### src/rtl/vend_credit_ctrl_if.sv
// vend_credit_ctrl_if: coin, cancel and dispenser signals between the vending controller and its environment
// master drives the coin sensors, cancel and dispense_ack; slave (the controller) drives
// the credit code a3..a0, dispense, change_nickel, coin_reject and busy.
interface vend_credit_ctrl_if;
  logic nickel;
  logic dime;
  logic cancel;
  logic dispense_ack;
  logic a3;
  logic a2;
  logic a1;
  logic a0;
  logic dispense;
  logic change_nickel;
  logic coin_reject;
  logic busy;
  modport master (
    output nickel, dime, cancel, dispense_ack,
    input  a3, a2, a1, a0, dispense, change_nickel, coin_reject, busy
  );
  modport slave (
    input  nickel, dime, cancel, dispense_ack,
    output a3, a2, a1, a0, dispense, change_nickel, coin_reject, busy
  );
endinterface

### src/rtl/vend_credit_ctrl.sv
// vend_credit_ctrl: accumulates nickel/dime credit, requests a dispense at PRICE_UNITS, pays change one nickel per cycle
// clk/rst_n: clock and asynchronous active-low reset.
// bus (slave): nickel/dime/cancel act on rising edges; dispense_ack is sampled in VEND only;
// a3..a0 carry the registered credit; dispense, change_nickel, coin_reject and busy are registered.
module vend_credit_ctrl #(
  parameter int PRICE_UNITS = 5,
  parameter int MAX_CREDIT  = 8
) (
  input logic          clk,
  input logic          rst_n,
  vend_credit_ctrl_if.slave bus
);
  typedef enum logic [1:0] {ACCEPT = 2'd0, VEND = 2'd1, CHANGE = 2'd2} state_t;
  localparam logic [4:0] PRICE = 5'(PRICE_UNITS);
  localparam logic [4:0] MAXC  = 5'(MAX_CREDIT);
  state_t     state_q, state_d;
  logic [3:0] credit_q, credit_d;
  logic       nickel_q, dime_q, cancel_q;
  logic       dispense_q, change_nickel_q, coin_reject_q, busy_q;
  logic       coin_reject_d;
  logic       ev_nickel, ev_dime, ev_cancel, coin_ev;
  logic [4:0] coin_sum;
  assign ev_nickel = bus.nickel & ~nickel_q;
  assign ev_dime   = bus.dime & ~dime_q;
  assign ev_cancel = bus.cancel & ~cancel_q;
  assign coin_ev   = ev_nickel | ev_dime;
  assign coin_sum  = {1'b0, credit_q} + (ev_dime ? 5'd2 : 5'd1);
  // Every coin event is refused unless ACCEPT explicitly takes it below.
  always_comb begin
    state_d       = state_q;
    credit_d      = credit_q;
    coin_reject_d = coin_ev;
    case (state_q)
      ACCEPT: begin
        if (ev_cancel && credit_q != 4'd0) state_d = CHANGE;
        else if (coin_ev && !(ev_nickel && ev_dime) && coin_sum <= MAXC) begin
          coin_reject_d = 1'b0;
          credit_d      = coin_sum[3:0];
          state_d       = coin_sum >= PRICE ? VEND : ACCEPT;
        end
      end
      VEND: if (bus.dispense_ack) begin
        credit_d = credit_q >= PRICE[3:0] ? credit_q - PRICE[3:0] : 4'd0;
        state_d  = credit_q > PRICE[3:0] ? CHANGE : ACCEPT;
      end
      CHANGE: begin
        credit_d = credit_q == 4'd0 ? 4'd0 : credit_q - 4'd1;
        state_d  = credit_q > 4'd1 ? CHANGE : ACCEPT;
      end
      default: state_d = ACCEPT;
    endcase
  end
  // Outputs are registered from the next state so they track the state register exactly.
  always_ff @(posedge clk or negedge rst_n) begin
    if (!rst_n) begin
      state_q         <= ACCEPT;
      credit_q        <= 4'd0;
      nickel_q        <= 1'b0;
      dime_q          <= 1'b0;
      cancel_q        <= 1'b0;
      dispense_q      <= 1'b0;
      change_nickel_q <= 1'b0;
      coin_reject_q   <= 1'b0;
      busy_q          <= 1'b0;
    end else begin
      state_q         <= state_d;
      credit_q        <= credit_d;
      nickel_q        <= bus.nickel;
      dime_q          <= bus.dime;
      cancel_q        <= bus.cancel;
      dispense_q      <= state_d == VEND;
      change_nickel_q <= state_d == CHANGE;
      coin_reject_q   <= coin_reject_d;
      busy_q          <= state_d != ACCEPT;
    end
  end
  assign {bus.a3, bus.a2, bus.a1, bus.a0} = credit_q;
  assign bus.dispense      = dispense_q;
  assign bus.change_nickel = change_nickel_q;
  assign bus.coin_reject   = coin_reject_q;
  assign bus.busy          = busy_q;
endmodule

### src/flat_wrapper.sv
// flat-port wrapper written by rule: the top's interface ports become plain ports
module vend_credit_ctrl_flat 
#(
  parameter int PRICE_UNITS = 5,
  parameter int MAX_CREDIT  = 8
)
  (clk, rst_n, bus_nickel, bus_dime, bus_cancel, bus_dispense_ack, bus_a3, bus_a2, bus_a1, bus_a0, bus_dispense, bus_change_nickel, bus_coin_reject, bus_busy);
  vend_credit_ctrl_if bus_i ();
  input logic clk;
  input logic rst_n;
  input wire logic [$bits(bus_i.nickel)-1:0] bus_nickel;
  input wire logic [$bits(bus_i.dime)-1:0] bus_dime;
  input wire logic [$bits(bus_i.cancel)-1:0] bus_cancel;
  input wire logic [$bits(bus_i.dispense_ack)-1:0] bus_dispense_ack;
  output wire logic [$bits(bus_i.a3)-1:0] bus_a3;
  output wire logic [$bits(bus_i.a2)-1:0] bus_a2;
  output wire logic [$bits(bus_i.a1)-1:0] bus_a1;
  output wire logic [$bits(bus_i.a0)-1:0] bus_a0;
  output wire logic [$bits(bus_i.dispense)-1:0] bus_dispense;
  output wire logic [$bits(bus_i.change_nickel)-1:0] bus_change_nickel;
  output wire logic [$bits(bus_i.coin_reject)-1:0] bus_coin_reject;
  output wire logic [$bits(bus_i.busy)-1:0] bus_busy;
  assign bus_i.nickel = bus_nickel;
  assign bus_i.dime = bus_dime;
  assign bus_i.cancel = bus_cancel;
  assign bus_i.dispense_ack = bus_dispense_ack;
  assign bus_a3 = bus_i.a3;
  assign bus_a2 = bus_i.a2;
  assign bus_a1 = bus_i.a1;
  assign bus_a0 = bus_i.a0;
  assign bus_dispense = bus_i.dispense;
  assign bus_change_nickel = bus_i.change_nickel;
  assign bus_coin_reject = bus_i.coin_reject;
  assign bus_busy = bus_i.busy;
  vend_credit_ctrl #(.PRICE_UNITS(PRICE_UNITS), .MAX_CREDIT(MAX_CREDIT)) u_core (.clk(clk), .rst_n(rst_n), .bus(bus_i));
endmodule
### config.mk
export PLATFORM = sky130hd
export DESIGN_NAME = vend_credit_ctrl_flat
export DESIGN_NICKNAME = d
export VERILOG_FILES = /design/src/rtl/vend_credit_ctrl_if.sv /design/src/rtl/vend_credit_ctrl.sv /design/src/flat_wrapper.sv
export SDC_FILE = /design/constraint.sdc
export NUM_CORES = 1
export LEC_CHECK = 0
export BUFFER_PORTS_ARGS = -buffer_cell sky130_fd_sc_hd__buf_2
export CAP_MARGIN = 30
export CORE_MARGIN = 2
export CORE_UTILIZATION = 60
export CTS_BUF_LIST = sky130_fd_sc_hd__clkbuf_4 sky130_fd_sc_hd__clkbuf_8 sky130_fd_sc_hd__clkbuf_16
export CTS_CLUSTER_DIAMETER = 30
export DETAILED_ROUTE_END_ITERATION = 6
export PLACE_DENSITY = 0.84
export SLEW_MARGIN = 20
export SYNTH_ARGS = -nofsm -noshare
export SYNTH_HDL_FRONTEND = slang
export SYNTH_SLANG_ARGS = --single-unit
### constraint.sdc
create_clock -name clk -period 4.7 [get_ports clk]
set_input_delay 0.47 -clock clk [delete_from_list [all_inputs] [get_ports clk]]
set_output_delay 0.47 -clock clk [all_outputs]
set_load 0.01 [all_outputs]
# --- After elaboration in Yosys (flattened, before gate mapping) ---
# Index checks and enable logic that the tools add are counted.
word_totals:
  ff_bits: 13
  input_bits: 6
  word_cells: 59
op_classes:
  n_mux: 17
  n_lt_le_gt_ge: 5
  n_eq_ne: 7
  bitwise_logic: 7
  n_addsub: 3
  n_reduce_logical: 11
ops:
  columns: ["op", "count"]
  rows:
  - ["4-bit 2-to-1 mux", 5]
  - ["2-bit 2-to-1 mux", 6]
  - ["4-bit case mux with 3 select lines", 1]
  - ["2-bit case mux with 3 select lines", 1]
  - ["4-bit by 5-bit adder with 5-bit output", 1]
  - ["5-bit by 3-bit greater-or-equal comparator with 1-bit output, second input constant", 1]
  - ["5-bit by 4-bit <= comparator with 1-bit output, second input constant", 1]
  - ["2-bit by 1-bit equality test with 1-bit output, second input constant", 2]
  - ["2-bit equality test, second input constant", 2]
  - ["4-bit by 3-bit greater-or-equal comparator with 1-bit output, second input constant", 1]
  - ["4-bit by 1-bit > comparator with 1-bit output, second input constant", 1]
  - ["4-bit by 3-bit > comparator with 1-bit output, second input constant", 1]
  - ["1-bit logical AND", 4]
  - ["4-bit logical NOT", 1]
  - ["1-bit 2-to-1 mux", 4]
  - ["2-bit != test, second input constant", 2]
  - ["4-bit AND reduction", 1]
  - ["4-bit nonzero test", 1]
  - ["4-bit by 1-bit subtractor with 4-bit output, second input constant", 1]
  - ["4-bit by 3-bit subtractor with 4-bit output, second input constant", 1]
  - ["1-bit bitwise AND", 3]
  - ["1-bit NOT", 3]
  - ["3-bit nonzero test", 1]
  - ["2-bit logical NOT", 1]
  - ["other kinds (4)", 4]

# --- Depth between registers and ports, before layout ---
# Gate-level depths: netlist of the first run.
depth:
  ltp_word: 10
  ltp_mapped: 9
  ltp_nobuf: 8

# --- Worst setup path after synthesis of the first run ---
# No wires, ideal clock.
synth_timing:
  path_kind: "input to register"
  startpoint: "input bus_dime"
  endpoint: "register u_core.credit_q[2]"
  path_slack_ps: 1765
  path_buffers: 1
  required_time_ps: 4597
  stages: 9
  arrival_ps: 2831
  cell_sequence: "nand2b_1 > ha_1 > fa_1 > or2_0 > or3_1 > a311o_1 > or2_1 > buf_6 > o41ai_2"
synth_between:
  elab_chain_len: 7
  elab_cells_between_ends: 14
  cone_classes: "add/sub (1); order compare (1); eq/ne (1); mux (4); bitwise (2); reduce/logical (5)"
synth_lines:
  columns: ["item", "line", "rtl"]
  rows:
  - ["start: declaration", "flat_wrapper.sv:12", "input wire logic [$bits(bus_i.dime)-1:0] bus_dime;"]
  - ["1-bit bitwise AND *", "vend_credit_ctrl.sv:24", "assign ev_dime = bus.dime & ~dime_q;"]
  - ["2-bit 2-to-1 mux / 1-bit logical AND (equally long branches)", "vend_credit_ctrl.sv:27, vend_credit_ctrl.sv:36", null]
  - ["4-bit by 5-bit adder with 5-bit output / 1-bit logical NOT (equally long branches)", "vend_credit_ctrl.sv:27, vend_credit_ctrl.sv:36", null]
  - ["5-bit by 4-bit <= comparator with 1-bit output / 1-bit logical AND (equally long branches)", "vend_credit_ctrl.sv:36", "else if (coin_ev && !(ev_nickel && ev_dime) && coin_sum <= MAXC) begin"]
  - ["1-bit logical AND", "vend_credit_ctrl.sv:36", null]
  - ["2-bit by 1-bit != test with 1-bit output (no source line)", null, null]
  - ["4-bit AND reduction (no source line)", null, null]
  - ["end signal: assignment", "vend_credit_ctrl.sv:67", "credit_q <= credit_d;"]
  - ["end: declaration", "vend_credit_ctrl.sv:17", "logic [3:0] credit_q, credit_d;"]
# Mark *: on every way between the ends. The rest lies on a longest branch, timed or not. The select of a mux whose other input is x is not followed.
# A chain may end at the register's enable or synchronous reset.

# --- Final worst setup path of the first run ---
layout_timing:
  startpoint: "register u_core.dime_q"
  endpoint: "register u_core.credit_q[2]"
layout_between:
  elab_chain_len: 8
  elab_cells_between_ends: 15
  cone_classes: "add/sub (1); order compare (1); eq/ne (1); mux (4); bitwise (3); reduce/logical (5)"
layout_lines:
  columns: ["item", "line", "rtl"]
  rows:
  - ["start: declaration", "vend_credit_ctrl.sv:18", "logic nickel_q, dime_q, cancel_q;"]
  - ["start signal: assignment", "vend_credit_ctrl.sv:69", "dime_q <= bus.dime;"]
  - ["1-bit NOT *", "vend_credit_ctrl.sv:24", null]
  - ["1-bit bitwise AND *", "vend_credit_ctrl.sv:24", null]
  - ["2-bit 2-to-1 mux / 1-bit logical AND (equally long branches)", "vend_credit_ctrl.sv:27, vend_credit_ctrl.sv:36", null]
  - ["4-bit by 5-bit adder with 5-bit output / 1-bit logical NOT (equally long branches)", "vend_credit_ctrl.sv:27, vend_credit_ctrl.sv:36", null]
  - ["5-bit by 4-bit <= comparator with 1-bit output / 1-bit logical AND (equally long branches)", "vend_credit_ctrl.sv:36", null]
  - ["1-bit logical AND", "vend_credit_ctrl.sv:36", null]
  - ["2-bit by 1-bit != test with 1-bit output (no source line)", null, null]
  - ["4-bit AND reduction (no source line)", null, null]
# Marks and branches as above.

==> flow_metrics.tcl, run 1 <==
set metrics [dict create \
    crit_type "register to register" \
    critPathArrivalTime_ns 3.21 \
    syn-cell-area_um2 1060 \
    synth_cells 113 \
    yosysTopAreaCell "dfrtp_1" \
    grt-ovfl-total 0 \
    post-route-period-util 0.641 \
    cts-resized-gates 0 \
    hold_buffers 0 \
    synth_area_leaders "dfrtp_1 (31%), ha_1 (12%), nand2b_1 (4.1%)" \
    die_h_um 46.0 \
    powerDensity_nw_per_um2 772 \
    startpoint_type "register" \
    synth_fa_ha_area_frac 0.137 \
    cts_root_buffer "clkbuf_4" \
    syn_avg_cell_area_um2 9.38 \
    via_per_inst 6.03 \
    place_area_um2 1120 \
    area_growth_pct 8.15 \
    worstPathMaxFanout 4 \
    drt_iter0_markers 16 \
    vias 862 \
    synth_edf_count 0 \
    die_x_um 46.0 \
    postCtsSetupRepairBufs 0 \
    synthSimpleGateAreaFrac 0.230 \
    cts.htree.levels 1 \
    grt_pass1_vias 814 \
    slew_viol_final 0 \
    skew_ns 0.00760 \
    synthMuxAreaShare 0.0189 \
    tns_ns 0 \
    cts_tree "done" \
    hpwl_um 1570 \
    cp-end-kind "register" \
    synth.top_cell.area_share 0.307 \
    rsz0062_at_grt "false" \
    dp_cells 139 \
    finalHoldViolCount 0 \
    layout.cells.non_filler 143 \
    status "completed" \
    cts_buffers 3 \
    routedWlPerCell_um 14.7 \
    final_area_um2 1150 \
    gp_congestion 0.861 \
    num_rows 15 \
    clkTransAtPathRegs_ns 0.09 \
    synth-compound-area-share 0.246 \
    layout-drive-gt1-share 0.230 \
    grt_usage 0.237 \
    drc_errors 0 \
    yosysWarningCount 0 \
    yosysUniqueCellTypes 43 \
    relSlewSlack 0.611 \
    synth_top_family_by_area "compound AO/OA/AOI/OAI gates" \
    clkSinkCount 13 \
    yosysSeqAreaShare 0.307 \
    syn-num-nets 130 \
    synth_xor_area_frac 0 \
    clock_latency_ns 0.29 \
    final_cell_mix "buf_2 (13), dfrtp_1 (13), inv_1 (10), ha_1 (10)" \
    start_util 0.627 \
    routed_wirelength_um 2110 \
    firstDrtPassIters 4 \
    synth_seq_cells 13 \
    maxCapViolations 0 \
    antenna_cells 0 \
    grt_antenna_before_repair 0 \
    nNetsFinal 144 \
    total_power_w 0.000885 \
    fin_crit_ns 3.01 \
    hold_class "primary input to async pin" \
    async_flop_share 1.00 \
    grt_pass1_wl_um 3560 \
    ioPinCount 14 \
    antenna_left 0 \
    grt_max_degree 19 \
    peakVddDrop_uv 377 \
    synthFlopType "dfrtp_1" \
    design.die.area_um2 2120 \
    p_leak_nw 0.531 \
    numPortBuffers 13 \
    core_area_um2 1690 \
    setup_viol 0 \
    worst_pin_slew_ns 0.583 \
    clk_path_buf_depth 2 \
    critPathRequiredTime_ns 4.89 \
    max_freq_mhz 332 \
]
[state kept, by name (all words and copies together) (netlist names)]
register,cells
u_core.credit_q,4
u_core.state_q,2
u_core.bus.busy,1
u_core.bus.change_nickel,1
u_core.bus.coin_reject,1
u_core.bus.dispense,1
u_core.cancel_q,1
u_core.dime_q,1
u_core.nickel_q,1
[final cells by class]
class | instances | area (um^2)
clock inverters | 1 | 5.00
repair buffers | 13 | 65.1
multi-input cells | 86 | 669
flip-flops and latches | 13 | 325
well taps | 17 | 21.3
inverters | 10 | 37.5
fillers | 146 | 543
clock buffers | 3 | 22.5
[synth_stat cells, types with 2 or more instances]
cell and instances:
nor3b_1 3, nand2b_1 7, ha_1 10, or3_1 2, o32a_1 2, o21ai_0 5, nor2_1 7, nand2_1 5
o31ai_1 5, mux2i_1 2, nand3_1 2, dfrtp_1 13, a31oi_1 5, or2b_2 2, a21oi_1 6, inv_1 10
[final timing paths]
check,start,end,slack (ns),depth (start not counted)
min in group clk,bus_cancel,u_core.cancel_q$_DFF_PN0_,0.30,1
setup / recovery,u_core.dime_q$_DFF_PN0_,u_core.credit_q[2]$_DFFE_PN0P_,1.69,8
hold / removal,rst_n,u_core.state_q[0]$_DFF_PN0_,0.05,1
hold reg to reg,u_core.nickel_q$_DFF_PN0_,u_core.bus.coin_reject$_DFF_PN0_,0.64,3
setup reg to reg,u_core.dime_q$_DFF_PN0_,u_core.credit_q[2]$_DFFE_PN0P_,1.69,8
max in group asynchronous,rst_n,u_core.bus.coin_reject$_DFF_PN0_,4.42,1
[power breakdown]
| group | switching, W | leakage, nW | internal [W] |
|---|---|---|---|
| registers | 0.0000627 | 0.160 | 0.000155 |
| logic | 0.000328 | 0.353 | 0.000265 |
| clock network | 0.0000417 | 0.0177 | 0.0000317 |
| total | 0.000433 | 0.531 | 0.000452 |
[critical path, cell delays in order, from the launching register on]
cell and delay (ns):
dfrtp_1 0.36, nand2b_1 0.18, ha_1 0.23, fa_1 0.47
or2_0 0.26, or3_1 0.39, a311o_1 0.39, or2_1 0.31
o41ai_2 0.33
[per-layer routing]
metal	part of all wire	GRT usage	wire (um)	vias up
li1	-	-	-	436
met1	0.46	0.308	965	396
met2	0.47	0.386	997	26
met3	0.047	0.0317	99	4
met4	0.021	0.109	44	0
met5	0	0	0	-
[metrics by stage]
stage | hold WS, ns | util | setup slack [ns]
2_1_floorplan | 0.174 | - | 1.77
3_3_place_gp | 0.363 | 0.662 | 1.64
3_5_place_dp | 0.370 | 0.662 | 1.55
4_1_cts | 0.0668 | 0.679 | 1.66
5_1_grt | 0.0742 | 0.679 | 1.52
6_report | 0.0459 | 0.679 | 1.69
[kinds of logic (layout without fill, tap and decap cells)]
kind of cell             count (synthesis)  after routing
AO/OA/AOI/OAI                           35             35
adder cells (fa/ha/maj)                 11             11
buffers and inverters                   14             27
flip-flops                              13             13
multiplexers                             2              2
AND/OR/NAND/NOR                         38             38
Power figures use the tool's default switching activity.
==> run 2: changes to the inputs <==
ABC_AREA = 1   (was unset)
CORE_UTILIZATION = 50   (was 60)
PLACE_DENSITY = 0.76   (was 0.84)
clock period = 2.53 ns   (was 4.7 ns; I/O delays follow)
==> run 2 against run 1 <==
  * Flip-flop and latch count did not move
  * Hold slack gained 0.046 ns
  * Combinational power up 39%
==> flow_metrics.tcl, run 2 <==
set metrics [dict create \
    synth.top_cell.area_share 0.315 \
    synthFlopType "dfrtp_1" \
    ioPinCount 14 \
    finalHoldViolCount 0 \
    firstDrtPassIters 4 \
    antenna_cells 0 \
    final_cell_mix "nand2_1 (41), inv_1 (22), nand3_1 (15)" \
    vias 928 \
    syn-cell-area_um2 1030 \
    crit_slowest_cell "fa_1" \
    setup.worst_path.end "u_core.credit_q[3]$_DFFE_PN0P_" \
    internal_power_w 0.000655 \
    top_layer_used "met4" \
    synthTopCellsByCount "nand2_1 (41), inv_1 (22), nand3_1 (15)" \
    numPortBuffers 13 \
    cp_top_family "simple AND/OR/NAND/NOR gates" \
    total_power_w 0.00132 \
    reg_top3 "u_core.credit_q (4), u_core.state_q (2)" \
    cts-resized-gates 0 \
    status "completed" \
    synth_cells 143 \
    worst_pin_slew_ns 0.547 \
    nNetsFinal 177 \
    clkTransAtPathRegs_ns 0.08 \
    cts_buffers 3 \
    routedWlPerCell_um 11.2 \
    hold_class "primary input to register" \
    cts.htree.levels 1 \
    yosysWarningCount 0 \
    p_leak_nw 0.650 \
    startpoint_type "register" \
    r2r-end "u_core.credit_q[3]$_DFFE_PN0P_" \
    tns_ns 0 \
    syn_avg_cell_area_um2 7.22 \
    clock_latency_ns 0.27 \
    clk_path_buf_depth 2 \
    final_area_um2 1150 \
    drt_iter0_markers 46 \
    num_rows 16 \
    skew_ns 0.00479 \
    critical-path-max-stage-delay_ns 0.47 \
    multi_input_area_um2 592 \
    maxCapViolations 0 \
    grt-ovfl-total 0 \
    path_buf_inv 2 \
    switching_power_w 0.000669 \
    relSlewSlack 0.635 \
    critPathArrivalTime_ns 2.47 \
    fin_crit_ns 2.29 \
    seqPwrFrac 0.275 \
    grt_pass1_wl_um 3720 \
    post-route-period-util 0.906 \
    grt_antenna_before_repair 0 \
    cp-end-kind "register" \
    syn-num-nets 160 \
    cp-startpoint "u_core.dime_q$_DFF_PN0_" \
    synth_area_leaders "dfrtp_1 (32%), nand2_1 (15%), ha_1 (12%)" \
    yosysSeqAreaShare 0.315 \
    grt_usage 0.197 \
    layout-drive-gt1-share 0.189 \
    drt-met1-wl_um 931 \
    core_area_um2 1960 \
    clkSinkCount 13 \
    peakVddDrop_uv 820 \
    wl_met2_um 1030 \
    final_core_util 0.584 \
    largest-register "u_core.credit_q" \
    crit_type "register to register" \
    slew_viol_final 0 \
    cts_root_buffer "clkbuf_4" \
    antenna_left 0 \
    yosysTopAreaCell "dfrtp_1" \
    drc_errors 0 \
    worstPathMaxFanout 7 \
    die_x_um 49.4 \
    grt_pass1_vias 917 \
    largest_reg_flops 4 \
    setup_viol 0 \
    hpwl_um 1640 \
    rsz0062_at_grt "false" \
    route.met3.wl_um 80 \
    crit_chain "nor2_1 > inv_1 > ha_1 > fa_1 > nor2_1 > nand3_1 > nand3_2 > nand2_2 > a21oi_4 > inv_2 > nand2_1 > nand2_1" \
    gp_congestion 0.886 \
    place_area_um2 1110 \
    powerDensity_nw_per_um2 1160 \
    via_per_inst 4.99 \
    design.die.area_um2 2440 \
    fillers 203 \
    synth_seq_cells 13 \
    critPathRequiredTime_ns 2.70 \
    switching_share 0.505 \
    worstRegToRegCells 12 \
    synth_most_common_cell "nand2_1" \
    grt_max_degree 17 \
    area_growth_pct 11.0 \
    synth_edf_count 0 \
    max_freq_mhz 436 \
    hold_start "bus_nickel" \
    comb_power_share 0.622 \
    cts_tree "done" \
    yosysUniqueCellTypes 23 \
    start_util 0.526 \
    async_flop_share 1.00 \
    r2r_setup_slack_ns 0.24 \
    routed_wirelength_um 2080 \
    final-seq-area_um2 325 \
    die_h_um 49.4 \
    layout_commonest_cell "nand2_1" \
    r2r_start "u_core.dime_q$_DFF_PN0_" \
    cp.depth 12 \
    p_clk_frac 0.103 \
]
[run 2: changes by cell type after synthesis, moves of 5 or more]
cell,before,now
a31oi_1,5,0
inv_1,10,22
nand2_1,5,41
nand2_2,0,7
nand2b_1,7,0
nand3_1,2,15
o31ai_1,5,0
[run 2: cell type report]
cell class | instances | share of cell area
Inverter | 24 | 0.0786
Timing Repair Buffer | 14 | 0.0655
Clock buffer | 4 | 0.0262
Tap cell | 27 | 0.0295
Sequential cell | 13 | 0.284
Multi-Input combinational cell | 104 | 0.516
[run 2: through the flow]
step | worst slack [ns] | instances | hold WS [ns]
after detailed placement | 0.232 | 181 | 0.152
after CTS | 0.223 | 186 | 0.0924
final | 0.238 | 186 | 0.0922
after global routing | 0.0249 | 186 | 0.0861
after floorplan | 0.460 | 143 | -0.0426
after global placement | 0.271 | 181 | 0.151
[run 2: kinds of logic after synthesis]
logic type	share of synthesized area
AND/OR/NAND/NOR	0.348
AO/OA/AOI/OAI	0.0764
flip-flops	0.315
buffers and inverters	0.112
adder cells (fa/ha/maj)	0.141
XOR/XNOR	0.00849
[run 2: worst min-delay path by stage]
stage | cells past startpoint | slack (ns) | to
2_1_floorplan | 0 | -0.04 | u_core.bus.busy$_DFF_PN0_
3_3_place_gp | 1 | 0.15 | u_core.bus.change_nickel$_DFF_PN0_
5_1_grt | 1 | 0.09 | u_core.nickel_q$_DFF_PN0_
6_report | 1 | 0.09 | u_core.nickel_q$_DFF_PN0_
3_5_place_dp | 1 | 0.15 | u_core.state_q[0]$_DFF_PN0_
4_1_cts | 1 | 0.09 | u_core.nickel_q$_DFF_PN0_
[run 2: timing repair]
item                      4_1_cts  5_1_grt
hold endpoints to repair       13        0
buffers inserted                0        0
hold buffers                    1        0
[run 2: metal layers]
layer	GRT usage	up-vias
li1	-	479
met1	0.229	427
met2	0.358	18
met3	0.0552	4
met4	0.0417	0
met5	0	-
[run 2: power by group through the flow]
stage	registers, W	clock network [W]	logic, W
floorplan	0.000356	0	0.000646
global placement	0.000364	0	0.000793
detailed placement	0.000367	0	0.000816
CTS	0.000362	0.000140	0.000824
global route	0.000376	0.000151	0.000932
finish	0.000364	0.000136	0.000824
